File: src/rtl/serializer_stream_pkg.sv
// serializer_stream_pkg: FSM state type and default constants (PARITY state exists only with SERIALIZER_STREAM_PARITY_EN)
package serializer_stream_pkg;
    localparam int MIN_LEN_DEF    = 3;
    localparam int FIFO_DEPTH_DEF = 2;
`ifdef SERIALIZER_STREAM_PARITY_EN
    typedef enum logic [1:0] {IDLE, SHIFT, PARITY} state_t;
`else
    typedef enum logic {IDLE, SHIFT} state_t;
`endif
endpackage

File: src/rtl/serializer_stream_fifo.sv
// serializer_stream_fifo: synchronous FIFO with registered not-full flag, async active-low reset
module serializer_stream_fifo #(
    parameter int W     = 8,
    parameter int DEPTH = 2
) (
    input  logic         clk_i,
    input  logic         arstn_i,
    input  logic         push_i,
    input  logic         pop_i,
    input  logic [W-1:0] din_i,
    output logic [W-1:0] dout_o,
    output logic         empty_o,
    output logic         not_full_o
);
    localparam int AW = $clog2(DEPTH);
    logic [W-1:0]  mem_q [DEPTH];
    logic [AW-1:0] wr_q, rd_q;
    logic [AW:0]   cnt_q, cnt_d;
    logic          not_full_q;
    assign cnt_d      = cnt_q + (AW+1)'(push_i) - (AW+1)'(pop_i);
    assign dout_o     = mem_q[rd_q];
    assign empty_o    = cnt_q == '0;
    assign not_full_o = not_full_q;
    // pointers, occupancy and the not-full flag registered from next occupancy; held not-ready in reset
    always_ff @(posedge clk_i or negedge arstn_i) begin
        if (!arstn_i) begin
            wr_q       <= '0;
            rd_q       <= '0;
            cnt_q      <= '0;
            not_full_q <= 1'b0;
        end else begin
            wr_q       <= wr_q + AW'(push_i);
            rd_q       <= rd_q + AW'(pop_i);
            cnt_q      <= cnt_d;
            not_full_q <= cnt_d != (AW+1)'(DEPTH);
        end
    end
    // storage needs no reset; occupancy decides what is valid
    always_ff @(posedge clk_i) begin
        if (push_i) mem_q[wr_q] <= din_i;
    end
endmodule

File: src/rtl/serializer_stream.sv
// serializer_stream: buffered parallel-to-serial converter; SERIALIZER_STREAM_PARITY_EN appends an even-parity bit per word
module serializer_stream
    import serializer_stream_pkg::*;
#(
    parameter int DATA_W     = 16,
    parameter int MOD_W      = $clog2(DATA_W),
    parameter int FIFO_DEPTH = FIFO_DEPTH_DEF,
    parameter int MIN_LEN    = MIN_LEN_DEF
) (
    input  logic              clk_i,
    input  logic              arstn_i,
    input  logic [DATA_W-1:0] data_i,
    input  logic [MOD_W-1:0]  data_mod_i,
    input  logic              lsb_first_i,
    input  logic              data_val_i,
    output logic              data_rdy_o,
    output logic              ser_data_o,
    output logic              ser_data_val_o,
    output logic              ser_last_o,
    output logic              busy_o,
    output logic              drop_o
);
    localparam int LW = MOD_W + 1;
    localparam int EW = DATA_W + LW + 1;
    state_t            state_q, state_d;
    logic [LW-1:0]     cnt_q, cnt_d, len_w, head_len_w;
    logic [DATA_W-1:0] sh_q, sh_d, head_data_w;
    logic              lsb_q, lsb_d, par_q, par_d, drop_q;
    logic              short_w, acc_w, push_w, pop_w, empty_w, rdy_w, head_lsb_w, bit_w, last_bit_w;
    logic [EW-1:0]     head_w;
    assign len_w      = (data_mod_i == '0) ? LW'(DATA_W) : {1'b0, data_mod_i};
    assign short_w    = len_w < LW'(MIN_LEN);
    assign acc_w      = data_val_i & rdy_w;
    assign push_w     = acc_w & ~short_w;
    assign {head_data_w, head_len_w, head_lsb_w} = head_w;
    assign bit_w      = lsb_q ? sh_q[0] : sh_q[DATA_W-1];
    assign last_bit_w = (state_q == SHIFT) && (cnt_q == LW'(1));
    assign data_rdy_o     = rdy_w;
    assign drop_o         = drop_q;
    assign ser_data_val_o = state_q != IDLE;
    assign busy_o         = ~empty_w | (state_q != IDLE);
`ifdef SERIALIZER_STREAM_PARITY_EN
    assign ser_data_o = (state_q == PARITY) ? par_q : ((state_q == SHIFT) & bit_w);
    assign ser_last_o = state_q == PARITY;
`else
    assign ser_data_o = (state_q == SHIFT) & bit_w;
    assign ser_last_o = last_bit_w;
`endif
    serializer_stream_fifo #(.W(EW), .DEPTH(FIFO_DEPTH)) u_fifo (
        .clk_i      (clk_i),
        .arstn_i    (arstn_i),
        .push_i     (push_w),
        .pop_i      (pop_w),
        .din_i      ({data_i, len_w, lsb_first_i}),
        .dout_o     (head_w),
        .empty_o    (empty_w),
        .not_full_o (rdy_w)
    );
    // state and shift datapath registers; reset drops any partial word
    always_ff @(posedge clk_i or negedge arstn_i) begin
        if (!arstn_i) begin
            state_q <= IDLE;
            cnt_q   <= '0;
            sh_q    <= '0;
            lsb_q   <= 1'b0;
            par_q   <= 1'b0;
            drop_q  <= 1'b0;
        end else begin
            state_q <= state_d;
            cnt_q   <= cnt_d;
            sh_q    <= sh_d;
            lsb_q   <= lsb_d;
            par_q   <= par_d;
            drop_q  <= acc_w & short_w;
        end
    end
    // next state: shift one bit per cycle, load the next buffered word straight after the last bit
    always_comb begin
        state_d = state_q;
        cnt_d   = cnt_q;
        sh_d    = sh_q;
        lsb_d   = lsb_q;
        par_d   = par_q;
        if (state_q == SHIFT) begin
            sh_d  = lsb_q ? (sh_q >> 1) : (sh_q << 1);
            cnt_d = cnt_q - LW'(1);
            par_d = par_q ^ bit_w;
        end
`ifdef SERIALIZER_STREAM_PARITY_EN
        if (last_bit_w) state_d = PARITY;
        pop_w = ((state_q == IDLE) || (state_q == PARITY)) && !empty_w;
        if ((state_q == PARITY) && empty_w) state_d = IDLE;
`else
        pop_w = ((state_q == IDLE) || last_bit_w) && !empty_w;
        if (last_bit_w && empty_w) state_d = IDLE;
`endif
        if (pop_w) begin
            state_d = SHIFT;
            sh_d    = head_data_w;
            cnt_d   = head_len_w;
            lsb_d   = head_lsb_w;
            par_d   = 1'b0;
        end
    end
endmodule

File: config.mk
export PLATFORM = sky130hd
export DESIGN_NAME = serializer_stream
export DESIGN_NICKNAME = d
export VERILOG_FILES = /design/src/rtl/serializer_stream_pkg.sv /design/src/rtl/serializer_stream_fifo.sv /design/src/rtl/serializer_stream.sv
export SDC_FILE = /design/constraint.sdc
export NUM_CORES = 1
export LEC_CHECK = 0
export ABC_AREA = 1
export CORE_MARGIN = 3
export CORE_UTILIZATION = 51
export DETAILED_ROUTE_END_ITERATION = 12
export PLACE_DENSITY = 0.72
export REMOVE_ABC_BUFFERS = 1
export SLEW_MARGIN = 25
export SYNTH_ARGS = -nofsm -noshare
export SYNTH_HDL_FRONTEND = slang
export SYNTH_SLANG_ARGS = --single-unit
File: constraint.sdc
create_clock -name clk_i -period 1.9 [get_ports clk_i]
set_clock_uncertainty 0.1 [all_clocks]
set_input_delay 0.475 -clock clk_i [delete_from_list [all_inputs] [get_ports clk_i]]
set_output_delay 0.475 -clock clk_i [all_outputs]
set_load 0.02 [all_outputs]
==> impl_metrics.yaml <==
timing:
  tightest_slew_ps: 407
  finalSetupViolCount: 2
  max_clock_freq_ghz: 0.499
  slew_headroom: 0.728
  finalHoldViolations: 0
  drv_slew: 0
  fin_crit_sh: 1.05
  setup_ws_ps: -103
  rsz0062_at_grt: "yes"
  fin_crit_ps: 2000
floorplanning:
  rows: 28
  core_um2: 6170
  initial_utilization: 0.546
  io_pins: 30
  dieArea_um2: 7610
  die_h_um: 87.3
  fp.dieW_um: 87.3
worst_setup_path:
  slowest_stage: "dfrtp_1"
  crit_path_max_fanout: 2
  crit_type: "reg -> out"
  cp_top_family: "flip-flops"
  crit_required_ps: 1320
  crit_path_end_kind: "output pin"
  path_common_cell: "nand2_2"
  slowest_delay_ps: 390
  path_cells: "inv_2, ha_4, inv_2, nor2_1, nand2_1, nand2_2, nand2_2, nand2_2, buf_6"
  start_kind: "register"
  cp.arrival_ps: 1430
  cp_num_buf_inv: 3
route:
  drc: 0
  via_per_inst: 5.25
  routedWlPerCell_um: 14.2
  num_vias: 2553
  drt_iter0_drc: 198
  ant_nets: 0
  first_pass_iters: 4
  wirelength_um: 6910
synth:
  synth-seq-cells: 73
  ys_warn_count: 0
  syn_area_um2: 3370
  syn_avg_cell_area_um2: 9.48
  yosysSeqAreaShare: 0.608
  synthCells: 355
  yosysUniqueCellTypes: 25
power:
  vdd_drop_max_v: 0.000662
  p_clk_frac: 0.305
  switchingPower_uw: 966
  p_leak_nw: 1.82
  combPwrFrac: 0.167
  internal_power_mw: 2.79
  seq_power_share: 0.528
  power_density_nw_per_um2: 902
  switching_share: 0.257
clock_network:
  clkLatencyLatePin_ps: 340
  clk_pin_slew_ps: 70
  hold_buffers: 0
  htree_levels: 3
  clock_sinks: 73
  cts_made_buffers: 9
  cts_tree: "done"
  clockRootBuffer: "clkbuf_8"
  clock_path_buffers: 2
grt:
  grt_usage: 0.200
  grt_pass1_wl_um: 11500
  overflow: 0
  antenna_found_initial: 0
  grt_max_degree: 46
  grt_pass1_vias: 2366
layout:
  drive_above_1_share: 0.195
  fin_util: 0.675
  area_delta_synth_final_pct: 23.6
  layout.nets: 434
  antennaDiodeCount: 0
placement:
  dp_hpwl_um: 4440
  port_buffers: 29
  place_ws_ps: -221
  gp_congestion: 0.795
worst_hold_path:
  hold_class: "reg -> reg"
run_status:
  violations: "setup timing"
  status: "finished, violations left"
run:
  max-cap-violations: 0
## power by group through the flow
stage,Clock [mW],Sequential [mW],Combinational (mW)
after floorplan,0,2.02,0.261
after global placement,0,2.01,0.548
after detailed placement,0,2.01,0.565
after CTS,1.18,1.98,0.582
after global routing,1.24,2.00,0.687
final,1.15,1.98,0.628
## worst register-to-register path, cell delays in order, from the launching register on
cell and delay, ps:
dfrtp_1 390, inv_2 80, ha_4 120, inv_2 20, nor2_1 70, nand2_1 80, nand2_2 80, nand2_2 60
buf_4 150, inv_4 70, ha_4 210, nand3b_1 180, nand2_2 90, nand3_2 70
## cell usage in the layout, fill, tap and decap left out, types with 2 or more instances in the layout
cell type,n
inv_1,23
or2_2,7
inv_2,2
ha_4,2
clkinv_2,5
ha_1,2
a21oi_1,6
nand2_2,4
nand3_1,40
buf_4,32
dlygate4sd2_1,2
nor2_2,3
nand3b_1,3
buf_12,2
o21ai_2,4
clkbuf_8,9
edfxtp_1,44
clkdlybuf4s50_1,24
nand2_1,108
nor2_1,12
nand4_1,11
o21ai_0,23
dfrtp_1,28
## Yosys cell counts
library cell,n,area (µm²)
nand2_1,109,409
edfxtp_1,44,1320
nand3_1,41,205
dfrtp_1,29,726
inv_1,26,97.6
o21ai_0,23,115
nor2_1,14,52.6
clkbuf_1,13,48.8
nand4_1,11,68.8
or2_2,7,43.8
a21oi_1,6,30.0
buf_2,6,30.0
ha_1,4,50.1
o21ai_2,4,35.0
nand2_2,3,18.8
nand3b_1,3,22.5
buf_4,2,15.0
buf_6,2,22.5
xor2_1,2,17.5
and2_1,1,6.26
clkinv_1,1,3.75
nor2_2,1,6.26
nor3_1,1,5.00
o21bai_1,1,7.51
xnor2_1,1,8.76
## final timing paths
path | start | cells after the start | endpoint | slack [ps]
max in group asynchronous | arstn_i | 2 | u_fifo.rd_q$_DFF_PN0_ | 960
min | sh_q[15]$_DFFE_PN0P_ | 2 | sh_q[15]$_DFFE_PN0P_ | 420
max reg2reg | cnt_q[1]$_DFFE_PN0P_ | 13 | u_fifo.not_full_o$_DFF_PN0_ | 10
min reg2reg | sh_q[15]$_DFFE_PN0P_ | 2 | sh_q[15]$_DFFE_PN0P_ | 420
min in group asynchronous | arstn_i | 2 | cnt_q[2]$_DFFE_PN0P_ | 430
max | cnt_q[1]$_DFFE_PN0P_ | 9 | busy_o | -100
## what timing repair did
item	in CTS	in global routing
resized for setup	23	11
setup endpoints to repair	8	16
setup buffers	2	2
pin swaps	3	6
## per-stage QoR
step / hold slack (ps) / total power [mW] / TNS (ps) / instances / instance area (µm²)
after floorplan: 79.4 / 2.28 / -12800 / 332 / 3250
after global placement: 394 / 2.56 / -5820 / 467 / 3890
after detailed placement: 400 / 2.58 / -6940 / 467 / 3890
after CTS: 420 / 3.74 / -151 / 485 / 4120
after global routing: 442 / 3.92 / -476 / 486 / 4160
final: 420 / 3.75 / -141 / 486 / 4160
## per-layer routing
metal | track usage | up-vias | wire [µm]
li1 | - | 1275 | -
met1 | 0.263 | 1214 | 3040
met2 | 0.317 | 53 | 3390
met3 | 0.0558 | 11 | 378
met4 | 0.0711 | 0 | 96
met5 | 0 | - | 0
## area by class of cell
| class | instances | area [µm²] |
|---|---|---|
| multi-input combinational | 232 | 1160 |
| clock inverter | 6 | 58.8 |
| tap | 75 | 93.8 |
| timing repair buffer | 63 | 569 |
| inverter | 27 | 105 |
| sequential | 73 | 2050 |
| clock buffer | 10 | 128 |
| fill | 485 | 2000 |
## state kept, by name (all words and copies together), names as in the netlist
register           flops
sh_q                  16
u_fifo.cnt_q           2
lsb_q                  1
u_fifo.not_full_o      1
u_fifo.mem_q          44
u_fifo.rd_q            1
ser_data_val_o         1
drop_o                 1
u_fifo.wr_q            1
cnt_q                  5
## kinds of logic (layout without fill, tap and decap cells)
| family | count (synthesis) | in the layout | synth area share |
|---|---|---|---|
| AO/OA/AOI/OAI | 34 | 34 | 0.0557 |
| XOR/XNOR | 3 | 3 | 0.00781 |
| adder cells (fa/ha/maj) | 4 | 4 | 0.0149 |
| buffers and inverters | 50 | 106 | 0.0647 |
| flip-flops | 73 | 73 | 0.608 |
| AND/OR/NAND/NOR | 191 | 191 | 0.249 |
No activity file was read; power rests on OpenSTA's default activity.
